`src/rtl/cache_pkg.sv`:
```
// Shared definitions for the cache block-fill logic: block geometry,
// the fill FSM state type and a block-alignment helper.
package cache_pkg;

  // Block geometry: 8 words of 16 bits, 16 bytes per block.
  localparam int BLOCK_WORDS = 8;
  localparam int WORD_OFF_W  = 3;
  localparam int BLOCK_BYTES = 16;
  localparam int BLOCK_OFF_W = $clog2(BLOCK_BYTES);

  // Fill controller states.
  typedef enum logic {
    IDLE = 1'b0,
    WAIT = 1'b1
  } fill_state_t;

  // Clear the byte offset so the address points at the start of its block.
  function automatic logic [15:0] blockAlign(input logic [15:0] addr);
    return {addr[15:BLOCK_OFF_W], {BLOCK_OFF_W{1'b0}}};
  endfunction

endpackage

```
`src/rtl/dff.sv`:
```
// Plain W-bit register with synchronous active-low reset to zero.
module dff #(
  parameter int W = 1
) (
  input  logic         clk,
  input  logic         rst_n,
  input  logic [W-1:0] d,
  output logic [W-1:0] q
);

  // Capture d every rising edge; reset wins.
  always_ff @(posedge clk) begin
    if (!rst_n) q <= '0;
    else        q <= d;
  end

endmodule

```
`src/rtl/fill_cnt3.sv`:
```
// 3-bit word counter for a block fill. clr has priority over en.
// tc is high while the count sits at the last word of the block.
module fill_cnt3
  import cache_pkg::*;
(
  input  logic                  clk,
  input  logic                  rst_n,
  input  logic                  clr,
  input  logic                  en,
  output logic [WORD_OFF_W-1:0] cnt,
  output logic                  tc
);

  logic [WORD_OFF_W-1:0] cntNext;

  // Next count: clear, step, or hold. Stepping past the last word wraps to 0.
  always_comb begin
    cntNext = cnt;
    if (clr)     cntNext = '0;
    else if (en) cntNext = cnt + 1'b1;
  end

  dff #(.W(WORD_OFF_W)) cntReg (
    .clk   (clk),
    .rst_n (rst_n),
    .d     (cntNext),
    .q     (cnt)
  );

  assign tc = (cnt == WORD_OFF_W'(BLOCK_WORDS - 1));

endmodule

```
`src/rtl/cache_fill_fsm.sv`:
```
// Cache block-fill controller. On a miss it latches the block address,
// issues one memory read per word of the block on consecutive cycles, and
// writes each returned word into the data array as it arrives. Requests and
// responses are counted separately, so any memory latency of one cycle or
// more is tolerated. The tag is written together with the last data word.
//
// Memory interface: mem_rd_en is a one-cycle request with no back-pressure;
// memory_data_valid marks one returned word per cycle, in request order.
//
// Optional build macro CACHE_FILL_MISS_CNT_EN adds a saturating 16-bit
// count of started fills on output miss_count.
module cache_fill_fsm
  import cache_pkg::*;
(
  input  logic                  clk,
  input  logic                  rst_n,
  input  logic                  miss_detected,
  input  logic [15:0]           miss_address,
  input  logic                  memory_data_valid,
  input  logic [15:0]           memory_data,
  output logic                  fsm_busy,
  output logic                  mem_rd_en,
  output logic [15:0]           memory_address,
  output logic                  write_data_array,
  output logic [WORD_OFF_W-1:0] fill_word_offset,
  output logic [15:0]           fill_data,
  output logic                  write_tag_array,
  output logic [15:0]           fill_block_addr
`ifdef CACHE_FILL_MISS_CNT_EN
  ,
  output logic [15:0]           miss_count
`endif
);

  fill_state_t           state;
  fill_state_t           stateNext;
  logic [15:0]           blockAddr;
  logic                  reqDone;

  logic [WORD_OFF_W-1:0] reqCnt;
  logic [WORD_OFF_W-1:0] rspCnt;
  logic                  reqTc;
  logic                  rspTc;

  logic                  startFill;
  logic                  reqEn;
  logic                  rspEn;
  logic                  lastWrite;

  // Request counter: word index of the next memory read.
  fill_cnt3 reqCounter (
    .clk   (clk),
    .rst_n (rst_n),
    .clr   (startFill),
    .en    (reqEn),
    .cnt   (reqCnt),
    .tc    (reqTc)
  );

  // Response counter: word index of the next data-array write.
  fill_cnt3 rspCounter (
    .clk   (clk),
    .rst_n (rst_n),
    .clr   (startFill),
    .en    (rspEn),
    .cnt   (rspCnt),
    .tc    (rspTc)
  );

  // State register.
  always_ff @(posedge clk) begin
    if (!rst_n) state <= IDLE;
    else        state <= stateNext;
  end

  // Latch the block address at fill start; remember once all reads are issued
  // (the request counter wraps back to 0, so a separate flag is needed).
  always_ff @(posedge clk) begin
    if (!rst_n) begin
      blockAddr <= '0;
      reqDone   <= 1'b0;
    end else if (startFill) begin
      blockAddr <= blockAlign(miss_address);
      reqDone   <= 1'b0;
    end else if (reqEn && reqTc) begin
      reqDone   <= 1'b1;
    end
  end

  // Next-state logic and outputs. Every output is forced low while rst_n is
  // low, because the registered state only clears at the reset edge.
  always_comb begin
    stateNext        = state;
    startFill        = 1'b0;
    reqEn            = 1'b0;
    rspEn            = 1'b0;
    lastWrite        = 1'b0;
    fsm_busy         = 1'b0;
    mem_rd_en        = 1'b0;
    memory_address   = '0;
    write_data_array = 1'b0;
    fill_word_offset = '0;
    write_tag_array  = 1'b0;
    fill_block_addr  = '0;

    case (state)
      IDLE: begin
        // Returned words arriving here are stale and ignored.
        if (miss_detected) begin
          startFill = 1'b1;
          stateNext = WAIT;
        end
      end
      WAIT: begin
        // New misses are ignored until this fill completes.
        reqEn     = !reqDone;
        rspEn     = memory_data_valid;
        lastWrite = rspEn && rspTc;
        if (lastWrite) stateNext = IDLE;
      end
      default: stateNext = IDLE;
    endcase

    fsm_busy  = rst_n && ((state == WAIT) || ((state == IDLE) && miss_detected));
    mem_rd_en = rst_n && reqEn;
    if (mem_rd_en) begin
      // Word address inside the block; never carries past the block offset.
      memory_address = {blockAddr[15:BLOCK_OFF_W], reqCnt, 1'b0};
    end
    write_data_array = rst_n && rspEn;
    if (write_data_array) fill_word_offset = rspCnt;
    write_tag_array  = rst_n && lastWrite;
    if (rst_n) fill_block_addr = blockAddr;
  end

  assign fill_data = memory_data;

`ifdef CACHE_FILL_MISS_CNT_EN
  logic [15:0] missCount;

  // Count started fills, sticking at the maximum value.
  always_ff @(posedge clk) begin
    if (!rst_n)                                  missCount <= '0;
    else if (startFill && (missCount != 16'hFFFF)) missCount <= missCount + 16'd1;
  end

  assign miss_count = rst_n ? missCount : 16'h0000;
`endif

endmodule
```
`config.mk`:
```
export PLATFORM = sky130hd
export DESIGN_NAME = cache_fill_fsm
export DESIGN_NICKNAME = d
export VERILOG_FILES = /design/src/rtl/cache_pkg.sv /design/src/rtl/dff.sv /design/src/rtl/fill_cnt3.sv /design/src/rtl/cache_fill_fsm.sv
export SDC_FILE = /design/constraint.sdc
export NUM_CORES = 1
export LEC_CHECK = 0
export BUFFER_PORTS_ARGS = -buffer_cell sky130_fd_sc_hd__buf_2
export CAP_MARGIN = 20
export CORE_AREA = 2 2 56 58
export DETAILED_ROUTE_END_ITERATION = 10
export DIE_AREA = 0 0 58 60
export PLACE_DENSITY = 0.91
export REMOVE_ABC_BUFFERS = 1
export SLEW_MARGIN = 40
export SYNTH_ARGS = -nofsm -noshare
export SYNTH_HDL_FRONTEND = slang
export SYNTH_SLANG_ARGS = --single-unit
```
`constraint.sdc`:
```
create_clock -name clk -period 3.3 [get_ports clk]
set_input_delay 0.66 -clock clk [delete_from_list [all_inputs] [get_ports clk]]
set_output_delay 0.66 -clock clk [all_outputs]
set_load 0.01 [all_outputs]
```
Yosys cells after proc, flatten, opt, wreduce, memory -nomap -nowiden
Index checks and enable logic that the tools add are counted.
{"block": "word_totals", "regBits": 20, "output_inout_bits": 55}
{"block": "classes", "add_sub_neg": 2, "n_eq_ne": 2, "mux": 10, "bitwise": 2, "n_reduce_logical": 10}
{"cell": "$mux 16", "n": 2}
{"cell": "$logic_and 1x1->1", "n": 7}
{"cell": "$add 3x1->3 const B", "n": 2}
{"cell": "$eq 3x3->1 const B", "n": 2}
{"cell": "$mux 1", "n": 6}
{"cell": "$mux 3", "n": 1}
{"cell": "$not 1->1", "n": 2}
{"cell": "$pmux 1 s2", "n": 1}
{"cell": "$reduce_or 2->1", "n": 1}
{"cell": "$logic_not 1->1", "n": 1}
{"cell": "$logic_or 1x1->1", "n": 1}

Logic depth before layout (Yosys ltp)
{"block": "logic_depth", "depth_word": 4, "depth_mapped": 5, "ltp_nobuf": 4}

By module
A second synthesis with hierarchy kept.
{"block": "unflattened", "cells_unflattened": 148, "hier_area_um2": 1233.7}
{"module": "cache_fill_fsm", "instances": 1, "cells_per_inst": 120, "area_each_um2": 945.9, "seq_area_each_um2": 280.3}
{"module": "dff", "instances": 2, "cells_per_inst": 6, "area_each_um2": 78.8, "seq_area_each_um2": 60.1}
{"module": "fill_cnt3", "instances": 2, "cells_per_inst": 8, "area_each_um2": 65.1, "seq_area_each_um2": 0.0}

Least setup slack after synthesis
OpenSTA, ideal clock, no wires.
{"block": "synth_timing", "kind": "input -> output", "start": "input rst_n", "end": "output memory_address[11]", "arrival_time_ps": 1087, "slack_ps": 1553, "cell_stages": 2, "n_path_buf": 1, "path_cell_list": "clkbuf_1 and3_1"}
{"block": "synth_between", "elab_chain_len": 2}
{"item": "start, declared", "line_no": "cache_fill_fsm.sv:16", "rtl": "input logic rst_n,"}
{"item": "$logic_and 1x1->1", "line_no": "cache_fill_fsm.sv:125", "rtl": "mem_rd_en = rst_n && reqEn;"}
{"item": "$mux 16", "line_no": "cache_fill_fsm.sv:126", "rtl": "if (mem_rd_en) begin"}
{"item": "end, declared", "line_no": "cache_fill_fsm.sv:23", "rtl": "output logic [15:0] memory_address,"}
No other way between the ends.

Final worst setup path
{"block": "layout_timing", "start": "register state", "end": "output memory_address[5]"}
{"block": "layout_between", "elab_chain_len": 3}
{"item": "start, declared", "line_no": "cache_fill_fsm.sv:35", "rtl": "fill_state_t state;"}
{"item": "start signal, assigned", "line_no": "cache_fill_fsm.sv:73", "rtl": "else state <= stateNext;"}
{"item": "$mux 1", "line_no": "cache_fill_fsm.sv:106", "rtl": "case (state)"}
{"item": "$logic_and 1x1->1", "line_no": "cache_fill_fsm.sv:125"}
{"item": "$mux 16", "line_no": "cache_fill_fsm.sv:126"}
No other way between the ends.

==> metrics.txt <==
area of the die=roughly 3500 sq um; layout cells sized above 1=30.6%; max cap viols=0; Hold Path Class=reg -> reg; R2R cell count=3; pwr dens=roughly 360 nW/um^2; Num CTS Buffers=3; row cnt=20; fin crit share=between 70% and 80%; Worst VDD drop=0.207 mV; Crit Reg-Reg Endpoint=reqCounter.cntReg.q[0]; CTS Hold Buffers Added=0; crit-path max FO=19; initial antenna violation count=0; CTS tree=built; via count=1014; Post-Synthesis Mean Instance Area=around 7.9 sq um; RSZ-0062 raised after global routing=no; WHS=around 460 ps; H-tree level count=1; ranking of synthesized cells by area=dfxtp_1 33%, buf_4 14%, and2_1 9.4%; Ant. Diodes=0; effective utilization at floorplan=a little over 40%; worst-margin pin slew=about 540 ps; Gate Count Post-Synth=about 150; final setup TNS=0 ps; critical path arrival=1660 ps; Reg2Reg Setup Slack=just under 2000 ps; clk root buf=clkbuf_4; outcome=complete, no violations; Worst R2R Start=state; CP startpoint=state; WS Path Type=reg -> out; Layout Nets=~220; global route overflow=0; vias in the first global route=852; Final Hold Fails=0; gr usage total=roughly 15%; CP startpoint kind=register; final HPWL from detailed placement=slightly below 2000 microns; first-pass GRT wire length=approximately 3900 microns; Critical Path RT=roughly 2600 ps; Clock Path Buffers=2; Yosys cell types=21; final count of pins violating max slew=0; post-placement cell count=around 210; later-pin clock latency in the skew report=between 200 and 300 ps; critical path capture point type=output pin; Leak=~0.00075 uW; Sink Count=20; Resized cells post-CTS=0; Slew HR=between 60 and 70%; Seq/Total Area, Yosys=roughly 33%; YS warnings=0; largest net degree at the start of global routing=32; register bit count reported by yosys=20; post-synth top area cell=dfxtp_1; via/cell ratio=4.76; Final min period=about 2300 ps; die height=around 60 microns; I/O pins=just over 90; Post-Route WL=about 2600 microns; synthesis-to-finish area growth=11.7%; clock-pin slew on the worst setup and hold paths=around 110 ps; Finished Layout Cells=roughly 210; fmax=about 0.43 GHz; fill count=approximately 300; DR DRC count=0; GP Congestion=around 0.76; Critical Path Sink=memory_address[5]; Final ANT Viol Nets=0; final setup violation count=0; die width=~58 microns; post-CTS setup buffer count=0; top-area cell type share of the netlist area=33.5%; DR WL/cell=between 10 and 15 microns; clk_skew=approximately 2.5 ps; IO buf count=between 40 and 50; Final Cell Area=about 1300 sq um; synthesized cell area=between 1000 and 1500 sq um; 1st-pass router iterations=2; Initial DRC Count=33; Core ar.=between 2000 and 3000 sq um; Area after DPL=between 1000 and 1500 sq um
logic make-up (layout without fill, tap and decap cells):
| logic type | count (synthesis) | count (layout) | share of synthesized area, % |
|---|---|---|---|
| other cells | 1 | 5 | 0.314 |
| simple gates | 72 | 72 | 31.4 |
| compound gates | 24 | 24 | 13.0 |
| buf+inv | 31 | 55 | 17.7 |
| flops | 20 | 20 | 33.5 |
| fa+ha+maj | 4 | 4 | 4.18 |
critical path, stage by stage, from the launching register on:
cell and delay [ps]:
dfxtp_1 490, and2b_1 520, and3_1 230, buf_2 130
metrics by stage:
stage          total power [uW]  setup WS [ps]  util, %
5_1_grt                     511            790     46.0
4_1_cts                     485            963     46.0
3_5_place_dp                340           1030     44.8
2_1_floorplan               305           1550        -
6_report                    475            976     46.0
3_3_place_gp                337           1060     44.7
routing by layer:
metal | global-route usage (%) | up-vias | share of wire, %
li1 | - | 527 | -
met1 | 17.1 | 432 | 43
met2 | 21.3 | 53 | 43
met3 | 9.31 | 2 | 14
met4 | 5.98 | 0 | 0.46
met5 | 6.35 | - | 0
state kept, by name, indices dropped and copies added, names as in the netlist:
signal / count
blockAddr: 12
reqCounter.cntReg.q: 3
rspCounter.cntReg.q: 3
reqDone: 1
state: 1
cell usage after synthesis:
library cell and number:
nand2_1 28, buf_4 23, dfxtp_1 20, and2_1 18, and3_1 16, a21boi_1 10, o21ai_0 6, clkbuf_1 5
a21oi_1 4, ha_1 4, nand3_1 4, a21boi_0 3, nor2b_1 3, a22oi_1 1, and2b_1 1, buf_2 1
buf_6 1, conb_1 1, inv_1 1, nor2_1 1, or2b_1 1
power breakdown:
group	total (uW)	switching [uW]	internal [uW]	leakage [uW]
clock	141	73.8	67.2	0.0000210
sequential	262	8.72	253	0.000164
combinational	71.7	41.9	29.8	0.000562
worst min-delay path by stage:
stage / depth (start not counted) / slack (ps) / from / to
6_report: 2 / 460 / blockAddr[5] / blockAddr[5]
5_1_grt: 2 / 490 / blockAddr[7] / blockAddr[7]
4_1_cts: 2 / 470 / blockAddr[5] / blockAddr[5]
3_5_place_dp: 2 / 450 / blockAddr[5] / blockAddr[5]
3_3_place_gp: 2 / 450 / blockAddr[10] / blockAddr[10]
2_1_floorplan: 2 / 440 / blockAddr[10] / blockAddr[10]
area by class of cell:
cell class / instances / area (sq um) / area share [%]
repair buffers: 50 / 253 / 18.9
inverters: 1 / 3.75 / 0.281
clock buffers: 4 / 36.3 / 2.72
flip-flops and latches: 20 / 400 / 30.0
multi-input cells: 105 / 602 / 45.0
well taps: 33 / 41.3 / 3.09
layout by cell type (no fill, tap or decap), types with 2 or more instances in the layout:
| master | Yosys | final |
|---|---|---|
| a21boi_0 | 3 | 3 |
| clkbuf_4 | 0 | 3 |
| o21ai_0 | 6 | 6 |
| a21oi_1 | 4 | 4 |
| nand3_1 | 4 | 4 |
| and2_1 | 18 | 18 |
| ha_1 | 4 | 4 |
| dfxtp_1 | 20 | 20 |
| conb_1 | 1 | 5 |
| and3_1 | 16 | 16 |
| nand2_1 | 28 | 28 |
| buf_2 | 1 | 49 |
| nor2b_1 | 3 | 2 |
| a21boi_1 | 10 | 10 |
(Power assumes the default switching activity.)
